--- config.mk ---
export PLATFORM = sky130hd
export DESIGN_NAME = debounce_bank
export DESIGN_NICKNAME = d
export VERILOG_FILES = /design/src/rtl/debounce_pkg.sv /design/src/rtl/debounce_chan.sv /design/src/rtl/debounce_bank.sv
export SDC_FILE = /design/constraint.sdc
export NUM_CORES = 1
export LEC_CHECK = 0
export CAP_MARGIN = 40
export CORE_MARGIN = 3
export CORE_UTILIZATION = 45
export DETAILED_ROUTE_END_ITERATION = 7
export PLACE_DENSITY_LB_ADDON = 0.2
export SETUP_SLACK_MARGIN = 0.05
export SLEW_MARGIN = 25
export SYNTH_ARGS = -nofsm -noshare
export SYNTH_HDL_FRONTEND = slang
export SYNTH_SLANG_ARGS = --single-unit
--- constraint.sdc ---
create_clock -name clk_in -period 3.9 [get_ports clk_in]
set_input_delay 0.585 -clock clk_in [delete_from_list [all_inputs] [get_ports clk_in]]
set_output_delay 0.585 -clock clk_in [all_outputs]
set_load 0.03 [all_outputs]
--- src/rtl/debounce_pkg.sv ---
// +-----------------------------------------------------------------------------+
// | debounce_pkg : shared width helper and default timing constants             |
// | Revision     : 1.0                                                          |
// +-----------------------------------------------------------------------------+
`default_nettype none

package debounce_pkg;

  localparam int unsigned DEFAULT_DEBOUNCE_CYCLES = 1_000_000;
  localparam int unsigned DEFAULT_REPEAT_DELAY    = 50_000_000;
  localparam int unsigned DEFAULT_REPEAT_PERIOD   = 10_000_000;

  // One spare bit so a counter sized for n can never wrap while reaching n-1.
  function automatic int unsigned cnt_w(input int unsigned n);
    return $clog2(n) + 1;
  endfunction

endpackage

`default_nettype wire

--- src/rtl/debounce_chan.sv ---
// +-----------------------------------------------------------------------------+
// | debounce_chan : one channel - synchroniser, debounce filter, edge strobes   |
// |                 and auto-repeat (auto-repeat built only with HOLD_REPEAT_EN)|
// | Revision      : 1.0                                                         |
// +-----------------------------------------------------------------------------+
`default_nettype none

module debounce_chan
  import debounce_pkg::*;
#(
  parameter int unsigned NSYNC           = 3,
  parameter int unsigned DEBOUNCE_CYCLES = DEFAULT_DEBOUNCE_CYCLES,
  parameter int unsigned REPEAT_DELAY    = DEFAULT_REPEAT_DELAY,
  parameter int unsigned REPEAT_PERIOD   = DEFAULT_REPEAT_PERIOD
) (
  input  logic clk_i,
  input  logic rst_n_i,
  input  logic noisy_i,
  output logic clean_o,
  output logic rise_o,
  output logic fall_o,
  output logic repeat_o
);

  localparam int unsigned DW = cnt_w(DEBOUNCE_CYCLES);
  localparam logic [DW-1:0] c_db_max = DW'(DEBOUNCE_CYCLES - 1);

  if (NSYNC < 2 || DEBOUNCE_CYCLES < 2 || REPEAT_DELAY < 1 || REPEAT_PERIOD < 1) begin : g_param_check
    $error("debounce_chan: illegal parameter value");
  end

  logic [NSYNC-1:0] sync_q;
  logic             sync_s;
  logic [DW-1:0]    cnt_q, cnt_d;
  logic             clean_q, clean_d;
  logic             rise_q, rise_d;
  logic             fall_q, fall_d;

  assign sync_s = sync_q[NSYNC-1];

  always_comb begin
    cnt_d   = cnt_q;
    clean_d = clean_q;
    rise_d  = 1'b0;
    fall_d  = 1'b0;
    if (sync_s == clean_q) begin
      cnt_d = '0;
    end else if (cnt_q == c_db_max) begin
      clean_d = sync_s;
      cnt_d   = '0;
      rise_d  = sync_s;
      fall_d  = ~sync_s;
    end else begin
      cnt_d = cnt_q + 1'b1;
    end
  end

  always_ff @(posedge clk_i or negedge rst_n_i) begin
    if (!rst_n_i) begin
      sync_q  <= '0;
      cnt_q   <= '0;
      clean_q <= 1'b0;
      rise_q  <= 1'b0;
      fall_q  <= 1'b0;
    end else begin
      sync_q  <= {sync_q[NSYNC-2:0], noisy_i};
      cnt_q   <= cnt_d;
      clean_q <= clean_d;
      rise_q  <= rise_d;
      fall_q  <= fall_d;
    end
  end

  assign clean_o = clean_q;
  assign rise_o  = rise_q;
  assign fall_o  = fall_q;

`ifdef HOLD_REPEAT_EN
  localparam int unsigned HMAX = (REPEAT_DELAY > REPEAT_PERIOD) ? REPEAT_DELAY : REPEAT_PERIOD;
  localparam int unsigned HW   = cnt_w(HMAX);
  localparam logic [HW-1:0] c_delay_max  = HW'(REPEAT_DELAY - 1);
  localparam logic [HW-1:0] c_period_max = HW'(REPEAT_PERIOD - 1);

  logic [HW-1:0] hold_q, hold_d;
  logic          first_q, first_d;
  logic          rep_q, rep_d;

  // hold counts cycles since the last strobe; first selects the initial delay.
  // Gating on clean_d drops any strobe that would land on the release cycle.
  always_comb begin
    hold_d  = hold_q;
    first_d = first_q;
    rep_d   = 1'b0;
    if (rise_d) begin
      hold_d  = '0;
      first_d = 1'b1;
      rep_d   = 1'b1;
    end else if (!clean_d) begin
      hold_d  = '0;
      first_d = 1'b0;
    end else if (hold_q == (first_q ? c_delay_max : c_period_max)) begin
      hold_d  = '0;
      first_d = 1'b0;
      rep_d   = 1'b1;
    end else begin
      hold_d = hold_q + 1'b1;
    end
  end

  always_ff @(posedge clk_i or negedge rst_n_i) begin
    if (!rst_n_i) begin
      hold_q  <= '0;
      first_q <= 1'b0;
      rep_q   <= 1'b0;
    end else begin
      hold_q  <= hold_d;
      first_q <= first_d;
      rep_q   <= rep_d;
    end
  end

  assign repeat_o = rep_q;
`else
  assign repeat_o = rise_q;
`endif

endmodule

`default_nettype wire

--- src/rtl/debounce_bank.sv ---
// +-----------------------------------------------------------------------------+
// | debounce_bank : N_CH independent input conditioners (HOLD_REPEAT_EN adds    |
// |                 auto-repeat on repeat_out)                                  |
// | Revision      : 1.0                                                         |
// +-----------------------------------------------------------------------------+
`default_nettype none

module debounce_bank
  import debounce_pkg::*;
#(
  parameter int unsigned N_CH            = 8,
  parameter int unsigned NSYNC           = 3,
  parameter int unsigned DEBOUNCE_CYCLES = DEFAULT_DEBOUNCE_CYCLES,
  parameter int unsigned REPEAT_DELAY    = DEFAULT_REPEAT_DELAY,
  parameter int unsigned REPEAT_PERIOD   = DEFAULT_REPEAT_PERIOD
) (
  input  logic            clk_in,
  input  logic            rst_n_in,
  input  logic [N_CH-1:0] noisy_in,
  output logic [N_CH-1:0] clean_out,
  output logic [N_CH-1:0] rise_out,
  output logic [N_CH-1:0] fall_out,
  output logic [N_CH-1:0] repeat_out
);

  for (genvar g = 0; g < N_CH; g++) begin : g_chan
    debounce_chan #(
      .NSYNC           (NSYNC),
      .DEBOUNCE_CYCLES (DEBOUNCE_CYCLES),
      .REPEAT_DELAY    (REPEAT_DELAY),
      .REPEAT_PERIOD   (REPEAT_PERIOD)
    ) u_chan (
      .clk_i    (clk_in),
      .rst_n_i  (rst_n_in),
      .noisy_i  (noisy_in[g]),
      .clean_o  (clean_out[g]),
      .rise_o   (rise_out[g]),
      .fall_o   (fall_out[g]),
      .repeat_o (repeat_out[g])
    );
  end

endmodule

`default_nettype wire

# [Word level (Yosys, flattened, before mapping)]
# Cells that the tools add are included.
[word_totals] input_bits=10 regBits=216 output_inout_bits=32
[op_classes] n_reduce_logical=8 bitwise_logic=16 n_eq_ne=16 add_sub_neg=8 muxes=48
[op_table] operator="$mux 21" n=16
[op_table] operator="$add 21x1->21 const B" n=8
[op_table] operator="$eq 21x20->1 const B" n=8
[op_table] operator="$mux 1" n=32
[op_table] operator="$not 1->1" n=16
[op_table] operator="$reduce_and 2->1" n=8
[op_table] operator="$eq 1x1->1" n=8

# [Logic depth before layout (Yosys ltp)]
[depth] ltp_word=3 depth_mapped=7 mapped_depth_nobuf=5

# [By module]
# A second synthesis with hierarchy kept.
[unflattened] cells_unflattened=984 hier_area_um2=10199.8
[by_module_without_submodules] mod="debounce_chan" seq_area_each_um2=675.6 instances=8 cells_per_inst=123 area_per_inst_um2=1275.0

# [Worst setup path after synthesis]
# Ideal clock, no wire load.
[synth_path] path_type="register to register" from="register g_chan[7].u_chan.cnt_q[0]" to="register g_chan[7].u_chan.clean_q" arrival_time_ns=1.842 period_less_slack_ns=1.967 setup_time_ns=0.125 path_stages_with_launch=6 slack_ns=1.933 path_cell_list="dfrtp_1 ha_1 nand3_1 or2_2 or4_1 mux2_2"
[synth_between] elab_chain_len=2
[synth_lines] element="start: declaration" line_no="debounce_chan.sv:34" rtl="logic [DW-1:0] cnt_q, cnt_d;"
[synth_lines] element="start signal: assignment" line_no="debounce_chan.sv:67" rtl="cnt_q <= cnt_d;"
[synth_lines] element="$eq 21x20->1" line_no="debounce_chan.sv:48" rtl="end else if (cnt_q == c_db_max) begin"
[synth_lines] element="$reduce_and 2->1 (no source line)"
[synth_lines] element="end signal: assignment" line_no="debounce_chan.sv:68" rtl="clean_q <= clean_d;"
[synth_lines] element="end: declaration" line_no="debounce_chan.sv:35" rtl="logic clean_q, clean_d;"
# No other way between the ends.
# A chain may end at the register's enable or synchronous reset.

# [Worst setup path in the final report]
[layout_path] from="register g_chan[5].u_chan.cnt_q[12]" to="register g_chan[5].u_chan.cnt_q[11]"
[layout_between] elab_chain_len=3
[layout_lines] element="start: declaration" line_no="debounce_chan.sv:34"
[layout_lines] element="start signal: assignment" line_no="debounce_chan.sv:67"
[layout_lines] element="$eq 21x20->1" line_no="debounce_chan.sv:48"
[layout_lines] element="$mux 21" line_no="debounce_chan.sv:48"
[layout_lines] element="$mux 21" line_no="debounce_chan.sv:46" rtl="if (sync_s == clean_q) begin"
[layout_lines] element="named net g_chan[5].u_chan.cnt_d[11]" line_no="debounce_chan.sv:34"
# The timed path passes the listed nets, and every way through them passes these cells.

==> impl_metrics.tcl <==
set metrics [dict create \
    synth_top_flop_cell "dfrtp_1" \
    period_share 0.589 \
    hold_buffers 0 \
    r2r_slack_ns 1.60 \
    powerDensity_mw_per_mm2 411 \
    wl_um 18200 \
    cts.path.max_buffers 3 \
    syn2layout_area_growth_pct 13.0 \
    clock-sinks 216 \
    final-max-slew-violation-count 0 \
    avgSynthCellArea_um2 10.3 \
    track_usage 0.153 \
    antenna_found_initial 0 \
    cts-buffers-inserted 25 \
    max_freq_ghz 0.436 \
    yosys.area.top_type_share 0.532 \
    reg2reg_to "g_chan[5].u_chan.cnt_q[11]" \
    clkLatencyLatePin_ns 0.51 \
    period_needed_ns 2.30 \
    ys_async_sr_fraction 1.00 \
    hold_viol 0 \
    worstPathMaxFanout 20 \
    leakage_nw 4.60 \
    setup_ws_ns 1.60 \
    totalPowerFinal_mw 4.72 \
    crit_type "reg -> reg" \
    reg2reg_depth 4 \
    netlist_area_mm2 0.0102 \
    grt_pass1_vias 6839 \
    worstReg2RegStart "g_chan[5].u_chan.cnt_q[12]" \
    die_h_um 156 \
    post_drt_wl_per_cell_um 14.0 \
    core_mm2 0.0220 \
    cts_tree "done" \
    hold_class "in -> async" \
    syn-instance-count 983 \
    rsz0062_at_grt "no" \
    ir_drop_mv 0.284 \
    final.setup.tns_ns 0 \
    ys_ff_latch 216 \
    gp_congestion 0.813 \
    post-dp-hpwl_um 11800 \
    setup_violations 0 \
    ys_warn_count 0 \
    dieArea_mm2 0.0244 \
    slew_headroom 0.490 \
    fin_skew_ns 0.0161 \
    clk_pin_slew_ns 0.06 \
    post_cts_resized 0 \
    yosysTopAreaCell "dfrtp_1" \
    start_kind "register" \
    end_kind "register" \
    drc 0 \
    synth-edff-count 0 \
    start_util 0.461 \
    io_buffers 41 \
    cap_violations 0 \
    fp-row-count 54 \
    ant_nets 0 \
    postCtsSetupBuffers 0 \
    viasPerCell 5.44 \
    ys_top_cells_by_area "dfrtp_1, xnor2_1, nor2_1" \
    worstPathRequired_ns 4.26 \
    globalRouteOverflowTotal 0 \
    yosysSeqAreaShare 0.532 \
    layout-drive-gt1-share 0.0745 \
    critPathArrivalTime_ns 2.66 \
    preCtsSetupSlack_ns 1.62 \
    via_count 7075 \
    io_pins 42 \
    grt_max_degree 101 \
    antenna_cells 0 \
    firstDrtPassIters 4 \
    synth_most_common_cell "dfrtp_1" \
    cts_root_buffer "clkbuf_16" \
    tightest_slew_ns 0.765 \
    status "finished, final reports clean" \
    ys_types 45 \
    nNetsFinal 1020 \
    synth_commonest_cells "dfrtp_1, nor2_1, xnor2_1" \
    synth_nets 1001 \
    die_w_um 156 \
    drt-initial-drc-count 256 \
    htreeDepth 1 \
    grt_pass1_wl_um 32300 \
]
==> worst max-delay path: stages, from the launching register on <==
cell	delay [ns]
dfrtp_1	0.42
or4_1	0.51
nor4_1	0.39
a41o_1	0.70
nor2_1	0.12
==> routing by layer <==
layer | share of wire | vias to the layer above | GRT usage
li1 | - | 3494 | -
met1 | 0.49 | 3470 | 0.218
met2 | 0.46 | 89 | 0.245
met3 | 0.036 | 22 | 0.0282
met4 | 0.017 | 0 | 0.0396
met5 | 0 | - | 0
==> how the worst max path moves through the flow <==
stage / start / endpoint / slack [ns] / cells after the start
6_report: g_chan[5].u_chan.cnt_q[12] / g_chan[5].u_chan.cnt_q[11] / 1.60 / 4
5_1_grt: g_chan[5].u_chan.cnt_q[13] / g_chan[5].u_chan.cnt_q[10] / 1.42 / 4
4_1_cts: g_chan[6].u_chan.clean_o / clean_out[6] / 1.58 / 1
3_5_place_dp: g_chan[5].u_chan.cnt_q[13] / g_chan[5].u_chan.cnt_q[11] / 1.62 / 4
3_3_place_gp: g_chan[7].u_chan.cnt_q[0] / g_chan[7].u_chan.cnt_q[3] / 1.61 / 5
2_1_floorplan: g_chan[7].u_chan.cnt_q[0] / g_chan[7].u_chan.clean_o / 1.93 / 5
==> through the flow <==
step / hold WS [ns] / instance area, um2 / cells / util
floorplan: 0.289 / 10200 / 983 / -
global placement: 0.332 / 10600 / 1252 / 0.482
detailed placement: 0.335 / 10700 / 1255 / 0.484
CTS: 0.127 / 11500 / 1300 / 0.521
global route: 0.142 / 11500 / 1300 / 0.521
finish: 0.0843 / 11500 / 1300 / 0.521
==> power breakdown <==
part,total (mW),leakage [nW],switching [mW],internal (mW)
Sequential,2.30,2.94,0.0295,2.27
Combinational,0.130,1.24,0.0880,0.0424
Clock,2.29,0.414,0.898,1.39
Total,4.72,4.60,1.02,3.71
==> cells by family (layout without fill, tap and decap cells) <==
family	Yosys count	after routing	share of synthesized area
flops	216	216	0.532
mux	8	8	0.00924
fa+ha+maj	8	8	0.00985
xor+xnor	118	118	0.102
simple gates	462	462	0.246
buf+inv	81	118	0.0432
compound gates	90	90	0.0575
==> cell type report <==
class	instances	area [um2]
fillers	1945	10500
repair buffers	48	492
multi-input cells	686	4310
inverters	25	93.8
clock inverters	10	81.3
well taps	280	350
flip-flops and latches	216	5410
clock buffers	35	743
==> cells in the final DEF (no fill, tap or decap), types with 13 or more instances in the layout <==
master | synthesis | final
dfrtp_1 | 216 | 216
nor2_1 | 138 | 138
xnor2_1 | 81 | 81
nand2_1 | 51 | 51
nand4_1 | 47 | 47
nand3_1 | 45 | 45
a21oi_1 | 42 | 42
clkdlybuf4s50_1 | 0 | 40
xor2_1 | 37 | 37
or4_1 | 30 | 30
nor3_1 | 29 | 29
nor4_1 | 26 | 26
inv_1 | 25 | 25
clkbuf_16 | 0 | 25
o21ai_0 | 23 | 23
or3_1 | 19 | 19
o31ai_1 | 17 | 17
nor3b_1 | 16 | 16
and4_1 | 13 | 13
==> state kept, by name, indices dropped and copies added, names as in the netlist <==
name and cells:
g_chan.u_chan.cnt_q 168, g_chan.u_chan.clean_o 8, g_chan.u_chan.sync_q 24, g_chan.u_chan.fall_o 8
g_chan.u_chan.repeat_o 8
Note: power is estimated with default switching activity, not from simulation.
